**config.mk**
```make
export PLATFORM = sky130hd
export DESIGN_NAME = alu_4bit
export DESIGN_NICKNAME = d
export VERILOG_FILES = /design/src/rtl/alu4_pkg.sv /design/src/rtl/alu4_addsub.sv /design/src/rtl/alu_4bit.sv
export SDC_FILE = /design/constraint.sdc
export NUM_CORES = 1
export LEC_CHECK = 0
export ABC_AREA = 1
export CORE_MARGIN = 5
export CORE_UTILIZATION = 35
export CTS_BUF_LIST = sky130_fd_sc_hd__clkbuf_2 sky130_fd_sc_hd__clkbuf_4 sky130_fd_sc_hd__clkbuf_8
export DETAILED_ROUTE_END_ITERATION = 8
export PLACE_DENSITY_LB_ADDON = 0.05
export SYNTH_ARGS = -nofsm -noshare
export SYNTH_HDL_FRONTEND = slang
export SYNTH_HIERARCHICAL = 1
export SYNTH_SLANG_ARGS = --single-unit
export TNS_END_PERCENT = 30
```
**constraint.sdc**
```tcl
create_clock -name clk -period 2.7 [get_ports clk]
set_input_delay 0.405 -clock clk [delete_from_list [all_inputs] [get_ports clk]]
set_output_delay 0.405 -clock clk [all_outputs]
set_load 0.03 [all_outputs]
```
**src/rtl/alu4_pkg.sv**
```systemverilog
// alu4_pkg: opcode encodings and default operand width shared by the ALU and its bench.
package alu4_pkg;

  localparam int ALU4_WIDTH = 4;

  typedef enum logic [2:0] {
    OP_ADD = 3'b000,
    OP_SUB = 3'b001,
    OP_AND = 3'b010,
    OP_OR  = 3'b011,
    OP_XOR = 3'b100,
    OP_NOT = 3'b101,
    OP_SLT = 3'b110,
    OP_SLL = 3'b111
  } alu4_op_e;

endpackage

```
**src/rtl/alu4_addsub.sv**
```systemverilog
// alu4_addsub: shared adder for ADD, SUB and SLT.
// sub=1 computes a + ~b + ~cin, so cout=1 means "no borrow".
module alu4_addsub
  import alu4_pkg::*;
#(
  parameter int WIDTH = ALU4_WIDTH
) (
  input  logic [WIDTH-1:0] a,
  input  logic [WIDTH-1:0] b,
  input  logic             cin,
  input  logic             sub,
  output logic [WIDTH-1:0] sum,
  output logic             cout,
  output logic             ovf
);

  logic [WIDTH-1:0] b_eff;
  logic             c_eff;
  logic [WIDTH:0]   full;

  // Invert b and carry-in for subtraction, then one WIDTH+1 bit add.
  always_comb begin
    b_eff = sub ? ~b : b;
    c_eff = sub ? ~cin : cin;
    full  = {1'b0, a} + {1'b0, b_eff} + {{WIDTH{1'b0}}, c_eff};
    sum   = full[WIDTH-1:0];
    cout  = full[WIDTH];
    // Same-sign addends with a differently-signed sum; against the
    // effective b this covers both the ADD and SUB overflow rules.
    ovf   = (a[WIDTH-1] == b_eff[WIDTH-1]) && (sum[WIDTH-1] != a[WIDTH-1]);
  end

endmodule

```
**src/rtl/alu_4bit.sv**
```systemverilog
// alu_4bit: registered ALU, one-cycle latency, synchronous active-high reset.
// Optional feature: define ALU4_STICKY_OVF_EN to add the ovf_sticky output.
module alu_4bit
  import alu4_pkg::*;
#(
  parameter int WIDTH = ALU4_WIDTH
) (
  input  logic             clk,
  input  logic             rst,
  input  logic             in_valid,
  input  logic [WIDTH-1:0] a,
  input  logic [WIDTH-1:0] b,
  input  logic [2:0]       opcode,
  input  logic             cin,
  output logic [WIDTH-1:0] result,
  output logic             cout,
  output logic             zero,
  output logic             negative,
  output logic             overflow,
  output logic             out_valid
`ifdef ALU4_STICKY_OVF_EN
  ,
  output logic             ovf_sticky
`endif
);

  alu4_op_e op;
  logic     as_sub;
  logic     as_cin;
  logic [WIDTH-1:0] as_sum;
  logic     as_cout;
  logic     as_ovf;

  logic [WIDTH-1:0] op_res;
  logic     op_cout;
  logic     op_ovf;

  logic [WIDTH-1:0] result_d, result_q;
  logic     cout_d, cout_q;
  logic     zero_d, zero_q;
  logic     negative_d, negative_q;
  logic     overflow_d, overflow_q;
  logic     out_valid_d, out_valid_q;

  // Adder control: SLT is a subtract with no borrow-in, whatever cin says.
  always_comb begin
    op     = alu4_op_e'(opcode);
    as_sub = (op == OP_SUB) || (op == OP_SLT);
    as_cin = (op == OP_SLT) ? 1'b0 : cin;
  end

  alu4_addsub #(.WIDTH(WIDTH)) u_addsub (
    .a    (a),
    .b    (b),
    .cin  (as_cin),
    .sub  (as_sub),
    .sum  (as_sum),
    .cout (as_cout),
    .ovf  (as_ovf)
  );

  // Per-opcode result and carry/overflow before registering.
  always_comb begin
    op_res  = '0;
    op_cout = 1'b0;
    op_ovf  = 1'b0;
    case (op)
      OP_ADD, OP_SUB: begin
        op_res  = as_sum;
        op_cout = as_cout;
        op_ovf  = as_ovf;
      end
      OP_AND: op_res = a & b;
      OP_OR:  op_res = a | b;
      OP_XOR: op_res = a ^ b;
      OP_NOT: op_res = ~a;
      // Signed less-than: sign of a-b, corrected when the subtract overflowed.
      OP_SLT: op_res = {{(WIDTH-1){1'b0}}, as_sum[WIDTH-1] ^ as_ovf};
      OP_SLL: begin
        op_res  = {a[WIDTH-2:0], 1'b0};
        op_cout = a[WIDTH-1];
      end
      default: op_res = '0;
    endcase
  end

  // Next state: reset wins, accepted ops update, otherwise hold.
  always_comb begin
    result_d    = result_q;
    cout_d      = cout_q;
    zero_d      = zero_q;
    negative_d  = negative_q;
    overflow_d  = overflow_q;
    out_valid_d = 1'b0;
    if (rst) begin
      result_d   = '0;
      cout_d     = 1'b0;
      zero_d     = 1'b1;
      negative_d = 1'b0;
      overflow_d = 1'b0;
    end else if (in_valid) begin
      result_d    = op_res;
      cout_d      = op_cout;
      zero_d      = (op_res == '0);
      negative_d  = op_res[WIDTH-1];
      overflow_d  = op_ovf;
      out_valid_d = 1'b1;
    end
  end

  // Output registers; reset values come through the _d path.
  always_ff @(posedge clk) begin
    result_q    <= result_d;
    cout_q      <= cout_d;
    zero_q      <= zero_d;
    negative_q  <= negative_d;
    overflow_q  <= overflow_d;
    out_valid_q <= out_valid_d;
  end

  assign result    = result_q;
  assign cout      = cout_q;
  assign zero      = zero_q;
  assign negative  = negative_q;
  assign overflow  = overflow_q;
  assign out_valid = out_valid_q;

`ifdef ALU4_STICKY_OVF_EN
  logic ovf_sticky_d, ovf_sticky_q;

  // Sticky overflow: sets on any accepted overflowing op, clears only on reset.
  always_comb begin
    ovf_sticky_d = ovf_sticky_q;
    if (rst)
      ovf_sticky_d = 1'b0;
    else if (in_valid && op_ovf)
      ovf_sticky_d = 1'b1;
  end

  // Sticky overflow register.
  always_ff @(posedge clk) begin
    ovf_sticky_q <= ovf_sticky_d;
  end

  assign ovf_sticky = ovf_sticky_q;
`endif

endmodule

```
==> impl_metrics.env, run 1 <==
export IMPL_rsz0062_at_grt="no"
export IMPL_r2r_end="result[0]$_SDFFE_PP0P_"
export IMPL_synthCells=142
export IMPL_place_inst=206
export IMPL_run_status="completed"
export IMPL_setup_violations=0
export IMPL_r2r_start="result[0]$_SDFFE_PP0P_"
export IMPL_met1_usage_pct=19.1
export IMPL_max_vdd_ir_drop_uv=316
export IMPL_tritoncts="done"
export IMPL_routabilityCongestion=0.822
export IMPL_ioPinCount=24
export IMPL_synth_top_family_by_area="simple AND/OR/NAND/NOR gates"
export IMPL_use_met3_pct=3.72
export IMPL_path_max_fanout=8
export IMPL_synth_warnings=6
export IMPL_die_area_mm2=0.00381
export IMPL_postPlaceCellArea_mm2=0.00128
export IMPL_grt_met2_usage_pct=22.3
export IMPL_postCtsHoldBufs=0
export IMPL_clock_sinks=8
export IMPL_critical_path_class="input pin to register"
export IMPL_final_cell_mix="inv_1, nand2_1, buf_4"
export IMPL_finalClockSkew_ns=0
export IMPL_cts_root_buf="clkbuf_4"
export IMPL_first_pass_iters=6
export IMPL_cp_arrival_ns=2.62
export IMPL_hp_class="register to register"
export IMPL_fin_crit_ns=2.49
export IMPL_synth_compound_area_share_pct=11.4
export IMPL_grt_pass1_vias=910
export IMPL_stdcell_area_mm2=0.00135
export IMPL_power_density_mw_per_mm2=362
export IMPL_final_util_pct=53.6
export IMPL_cts_max_level=1
export IMPL_r2r_slack_ns=2.03
export IMPL_clk_pin_slew_worst_paths_ns=0.05
export IMPL_cp_cell_sequence="dlygate4sd2_1 -> buf_6 -> nand2_1 -> nand2_2 -> buf_4 -> xor2_1 -> ha_1 -> nand3_2 -> inv_1 -> nor2_2 -> nor2_1 -> nor2_2 -> buf_4 -> buf_4 -> buf_4 -> buf_4 -> nand2_1 -> a21oi_1"
export IMPL_dp_hpwl_mm=2.07
export IMPL_grt_antenna_before_repair=0
export IMPL_yosys_cell_types_count=23
export IMPL_end_kind="register"
export IMPL_worstPathRequired_ns=2.83
export IMPL_grt_util_all_layers_pct=13.9
export IMPL_post_drt_wl_per_cell_um=11.3
export IMPL_register_area_um2=160
export IMPL_fin_tns_setup_ns=0
export IMPL_cts_buffer_depth=2
export IMPL_initial_core_util_pct=37.1
export IMPL_gr_total_overflow=0
export IMPL_syn_nets=170
export IMPL_avgSynthCellArea_um2=6.59
export IMPL_area_growth_pct=44.5
export IMPL_crit_path_start_kind="input pin"
export IMPL_final_common_cell="inv_1"
export IMPL_worstHoldStart="zero$_SDFFE_PP1P_"
export IMPL_diodes=0
export IMPL_worstMarginPinSlew_ns=0.353
export IMPL_die_w_um=61.7
export IMPL_vias=982
export IMPL_drv_slew=0
export IMPL_finalNonFillerCells=214
export IMPL_synth_xor_area_share_pct=6.55
export IMPL_min_path_cells=2
export IMPL_syn_cell_area_um2=936
export IMPL_final_fill_count=269
export IMPL_hold_viol_final=0
export IMPL_grt_pass1_wl_mm=3.92
export IMPL_crit_top_cell="buf_4"
export IMPL_insertion_delay_ns=0.25
export IMPL_multi_input_comb_area_um2=639
export IMPL_relSlewSlack_pct=76.4
export IMPL_synth_seq_cells=8
export IMPL_p_leak_nw=0.716
export IMPL_grt_max_degree=11
export IMPL_crit_path_max_incr_delay_ns=0.35
export IMPL_finalNetCount=214
export IMPL_fin_crit_sh_pct=92.1
export IMPL_rows=18
export IMPL_synth_seq_area_share_pct=17.1
export IMPL_drtAntennaViolNets=0
export IMPL_remaining_drc_errors=0
export IMPL_synthAdderAreaFrac_pct=19.0
export IMPL_viasPerCell=4.59
export IMPL_die_y_um=61.7
export IMPL_cap_violations=0
export IMPL_cts_made_buffers=3
export IMPL_min_to="zero$_SDFFE_PP1P_"
export IMPL_drt_iter0_markers=30
export IMPL_drive_gt1_share_pct=20.1
export IMPL_dp_slack_ns=-0.386
export IMPL_coreArea_mm2=0.00252
export IMPL_fin_ws_ns=0.214
export IMPL_max_freq_mhz=402
export IMPL_globalRoute_busiestLayer="met2"
export IMPL_synth_simple_area_share_pct=30.1
export IMPL_drt_wl_total_mm=2.42
export IMPL_cp_slowest_cell="ha_1"
export IMPL_synthMuxAreaShare_pct=0
export IMPL_io_buffers=23
export IMPL_reg2reg_depth=4
[worst max-delay path by stage]
stage | startpoint | endpoint | depth (start not counted)
5_1_grt | opcode[1] | zero$_SDFFE_PP1P_ | 19
2_1_floorplan | opcode[1] | result[0]$_SDFFE_PP0P_ | 18
6_report | opcode[0] | overflow$_SDFFE_PP0P_ | 18
4_1_cts | opcode[0] | result[0]$_SDFFE_PP0P_ | 18
3_5_place_dp | opcode[2] | result[0]$_SDFFE_PP0P_ | 18
3_3_place_gp | opcode[2] | result[0]$_SDFFE_PP0P_ | 18
[worst max-delay path: cells and delay by family]
kind	cells	cell delay (ns)
compound gates	1	0.06
xor+xnor	1	0.16
fa+ha+maj	1	0.35
buf+inv	8	1.11
simple gates	7	0.53
[kinds of logic after synthesis]
| logic type | count (synthesis) |
|---|---|
| AOI/OAI and AO/OA | 20 |
| xor gates and xnor gates | 7 |
| adders and majority gates | 13 |
| buffers and inverters | 32 |
| DFF | 8 |
| and+or+nand+nor | 62 |
[synth_stat cells]
library cell | number | area share (%)
buf_2 | 2 | 1.1
nor2_2 | 3 | 2.0
nand3_2 | 2 | 2.1
nand2_2 | 1 | 0.67
nor2_1 | 16 | 6.4
inv_1 | 24 | 9.6
fa_1 | 2 | 4.3
dfxtp_1 | 8 | 17
ha_1 | 11 | 15
buf_6 | 3 | 3.6
buf_4 | 1 | 0.80
nand3_1 | 13 | 7.0
nand2_1 | 22 | 8.8
a31oi_1 | 1 | 0.67
o21bai_1 | 1 | 0.80
o21ai_0 | 9 | 4.8
a21oi_1 | 8 | 4.3
nand4_1 | 3 | 2.0
xor2_1 | 6 | 5.6
xnor2_1 | 1 | 0.94
nor3_1 | 2 | 1.1
o211ai_1 | 1 | 0.80
inv_2 | 2 | 0.80
[metrics by stage]
step / total power (W) / hold slack (ns)
after CTS: 0.000489 / 0.479
final: 0.000490 / 0.473
after global routing: 0.000534 / 0.515
after floorplan: 0.000281 / 0.477
after detailed placement: 0.000383 / 0.460
after global placement: 0.000380 / 0.455
[routing by layer]
metal,up-vias,routed length (um)
met5,-,0
met3,2,144
met2,25,1080
li1,534,-
met4,0,16
met1,421,1170
[repair_timing]
action,in CTS,in global routing
pin swaps,3,1
setup buffers,4,1
setup endpoints to repair,2,2
gates resized for setup,8,2
cloned,0,0
[state kept, by name (all words and copies together) (netlist names)]
signal	cells
cout	1
out_valid	1
zero	1
overflow	1
result	4
[area by class of cell]
type	instances	area share, %
clock buffer	3	1.67
inverter	26	7.22
multi-input combinational	102	47.3
sequential	8	11.8
tap	30	2.78
timing repair buffer	45	29.2
[power by group]
| group | total (W) | switching [W] | internal, W |
|---|---|---|---|
| sequential | 0.000132 | 0.00000461 | 0.000128 |
| clock | 0.0000919 | 0.0000410 | 0.0000509 |
| combinational | 0.000266 | 0.000134 | 0.000131 |
| total | 0.000490 | 0.000180 | 0.000310 |
Power figures use the tool's default switching activity.
==> run 2: changes to the inputs <==
--- a/config.mk
+++ b/config.mk
@@ -10,6 +10,7 @@
 export CORE_UTILIZATION = 35
 export CTS_BUF_LIST = sky130_fd_sc_hd__clkbuf_2 sky130_fd_sc_hd__clkbuf_4 sky130_fd_sc_hd__clkbuf_8
 export DETAILED_ROUTE_END_ITERATION = 8
+export GPL_TIMING_DRIVEN = 1
 export PLACE_DENSITY_LB_ADDON = 0.05
 export SYNTH_ARGS = -nofsm -noshare
 export SYNTH_HDL_FRONTEND = slang
==> results of run 2 <==
The final DEF is identical to that of run 1; final timing and power are the same.
==> run 3: changes to the inputs <==
--- a/config.mk
+++ b/config.mk
@@ -5,7 +5,6 @@
 export SDC_FILE = /design/constraint.sdc
 export NUM_CORES = 1
 export LEC_CHECK = 0
-export ABC_AREA = 1
 export CORE_MARGIN = 5
 export CORE_UTILIZATION = 35
 export CTS_BUF_LIST = sky130_fd_sc_hd__clkbuf_2 sky130_fd_sc_hd__clkbuf_4 sky130_fd_sc_hd__clkbuf_8
==> impl_metrics.env, run 3 <==
export IMPL_ys_flop_type="dfxtp_1"
export IMPL_use_met3_pct=3.77
export IMPL_synth_warnings=6
export IMPL_coreArea_mm2=0.00250
export IMPL_setup_violations=0
export IMPL_initial_core_util_pct=37.0
export IMPL_grt_met2_usage_pct=21.0
export IMPL_drtAntennaViolNets=0
export IMPL_final_fill_count=247
export IMPL_clk_pin_slew_worst_paths_ns=0.06
export IMPL_multi_input_comb_area_um2=727
export IMPL_r2r_start="zero$_SDFFE_PP1P_"
export IMPL_rows=18
export IMPL_die_y_um=61.4
export IMPL_yosysTopAreaCellShare_pct=17.3
export IMPL_critical_path_class="input pin to register"
export IMPL_fin_crit_sh_pct=96.3
export IMPL_drv_slew=0
export IMPL_finalNetCount=179
export IMPL_diodes=0
export IMPL_place_inst=174
export IMPL_worstMarginPinSlew_ns=0.317
export IMPL_grt_max_degree=20
export IMPL_synth_seq_area_share_pct=17.3
export IMPL_max_vdd_ir_drop_uv=311
export IMPL_r2r_end="zero$_SDFFE_PP1P_"
export IMPL_p_leak_nw=0.622
export IMPL_clock_sinks=8
export IMPL_power_density_mw_per_mm2=366
export IMPL_relSlewSlack_pct=78.8
export IMPL_cts_buffer_depth=2
export IMPL_cts_root_buf="clkbuf_4"
export IMPL_rsz0062_at_grt="no"
export IMPL_synth_edf_count=0
export IMPL_syn_nets=142
export IMPL_routabilityCongestion=0.777
export IMPL_fin_crit_ns=2.60
export IMPL_vias=901
export IMPL_grt_pass1_wl_mm=3.71
export IMPL_cts_max_level=1
export IMPL_final_common_cell="clkdlybuf4s50_1"
export IMPL_crit_path_start_kind="input pin"
export IMPL_first_pass_iters=4
export IMPL_hold_viol_final=0
export IMPL_finalNonFillerCells=179
export IMPL_cap_violations=0
export IMPL_area_growth_pct=44.0
export IMPL_drt_iter0_markers=21
export IMPL_worstPathRequired_ns=2.84
export IMPL_remaining_drc_errors=0
export IMPL_synthCells=114
export IMPL_reg2reg_depth=2
export IMPL_gr_total_overflow=0
export IMPL_avgSynthCellArea_um2=8.11
export IMPL_insertion_delay_ns=0.25
export IMPL_synth_seq_cells=8
export IMPL_hold_ws_ns=0.461
export IMPL_synthTopCellsByArea="dfxtp_1, ha_1, xor2_1, fa_1, inv_1"
export IMPL_yosys_top_cells_count="ha_1, inv_1, nand2_1"
export IMPL_r2r_slack_ns=1.95
export IMPL_end_kind="register"
export IMPL_hp_class="register to register"
export IMPL_grt_pass1_vias=857
export IMPL_globalRoute_busiestLayer="met2"
export IMPL_post_drt_wl_per_cell_um=12.8
export IMPL_finalClockSkew_ns=0
export IMPL_critPathLaunch="cin"
export IMPL_syn_cell_area_um2=925
export IMPL_path_max_fanout=2
export IMPL_cp_arrival_ns=2.74
export IMPL_yosys_cell_types_count=43
export IMPL_tritoncts="done"
export IMPL_yosysMostFrequentCell="ha_1"
export IMPL_dp_hpwl_mm=1.86
export IMPL_grt_util_all_layers_pct=13.0
export IMPL_die_area_mm2=0.00377
export IMPL_async_flop_share_pct=0
export IMPL_max_freq_mhz=385
export IMPL_final_cell_mix="clkdlybuf4s50_1, buf_4, ha_1"
export IMPL_cts_made_buffers=3
export IMPL_postCtsHoldBufs=0
export IMPL_io_buffers=23
export IMPL_die_w_um=61.4
export IMPL_drive_gt1_share_pct=26.8
export IMPL_met1_usage_pct=17.5
export IMPL_largest_register_ffs=4
export IMPL_run_status="completed"
export IMPL_viasPerCell=5.03
export IMPL_ioPinCount=24
export IMPL_synth_top_area_cell="dfxtp_1"
export IMPL_grt_antenna_before_repair=0
export IMPL_crit_path_end="zero$_SDFFE_PP1P_"
export IMPL_drt_wl_total_mm=2.29
export IMPL_register_area_um2=160
## run 3: cell count changes after synthesis, sizes merged, moves of 3 or more
cell,previous run,this run
a21o,0,4
nor2,19,8
o21ai,9,4
inv,26,11
nand2,23,9
nor2b,0,3
nand2b,0,3
nand3,15,4
## run 3: timing repair
action | 4_1_cts | 5_1_grt
setup endpoints to repair | 5 | 4
resized for setup | 4 | 12
buffers inserted | 2 | 0
pin swaps | 6 | 10
## run 3: logic make-up after synthesis
family                   after synthesis  synth area share, %
AND/OR/NAND/NOR                       36                 20.0
AO/OA/AOI/OAI                         29                 24.6
buffers and inverters                 19                 10.0
adder cells (fa/ha/maj)               13                 19.2
XOR/XNOR                               8                 7.58
flip-flops                             8                 17.3
multiplexers                           1                 1.22
## run 3: through the flow
| step | cell area [um2] | setup WS, ns | TNS, ns | total power, W | utilization, % |
|---|---|---|---|---|---|
| after detailed placement | 1280 | -0.577 | -2.73 | 0.000386 | 51.1 |
| final | 1330 | 0.101 | 0 | 0.000488 | 53.3 |
| after CTS | 1310 | 0.00507 | 0 | 0.000483 | 52.6 |
| after global placement | 1280 | -0.506 | -2.42 | 0.000383 | 51.1 |
| after global routing | 1330 | 0.0145 | 0 | 0.000526 | 53.3 |
| after floorplan | 966 | -0.162 | -0.275 | 0.000302 | - |
## run 3: worst max-delay path, stage by stage
cell             delay [ns]
clkdlybuf4s50_1        0.42
and2_4                 0.14
xor2_1                 0.15
fa_2                   0.38
a21o_1                 0.19
a21oi_2                0.16
mux2_4                 0.34
xnor2_2                0.13
o22ai_2                0.12
o32ai_2                0.10
a41o_1                 0.19
## run 3: power by group
group          leakage (nW)  switching, W  internal [W]
Sequential           0.0661    0.00000411      0.000127
Combinational         0.542      0.000128      0.000136
Clock                0.0138     0.0000418     0.0000509
## run 3: how the worst min path moves through the flow
stage | from | endpoint | slack (ns) | cells past startpoint
2_1_floorplan | in_valid | cout$_SDFFE_PP0P_ | 0.51 | 1
5_1_grt | overflow$_SDFFE_PP0P_ | overflow$_SDFFE_PP0P_ | 0.50 | 2
3_5_place_dp | overflow$_SDFFE_PP0P_ | overflow$_SDFFE_PP0P_ | 0.46 | 2
4_1_cts | overflow$_SDFFE_PP0P_ | overflow$_SDFFE_PP0P_ | 0.47 | 2
3_3_place_gp | overflow$_SDFFE_PP0P_ | overflow$_SDFFE_PP0P_ | 0.45 | 2
6_report | overflow$_SDFFE_PP0P_ | overflow$_SDFFE_PP0P_ | 0.46 | 2
## run 3: area by class of cell
class,instances,area share [%]
Multi-Input combinational cell,87,54.6
Timing Repair Buffer,40,25.8
Sequential cell,8,12.0
Inverter,11,3.10
Tap cell,30,2.82
Clock buffer,3,1.69
## run 3: per-layer routing
metal  part of all wire (%)  routed length (um)
met5                      0                   0
met4                      0                   0
met3                    5.4                 124
met2                     46                1050
met1                     49                1110
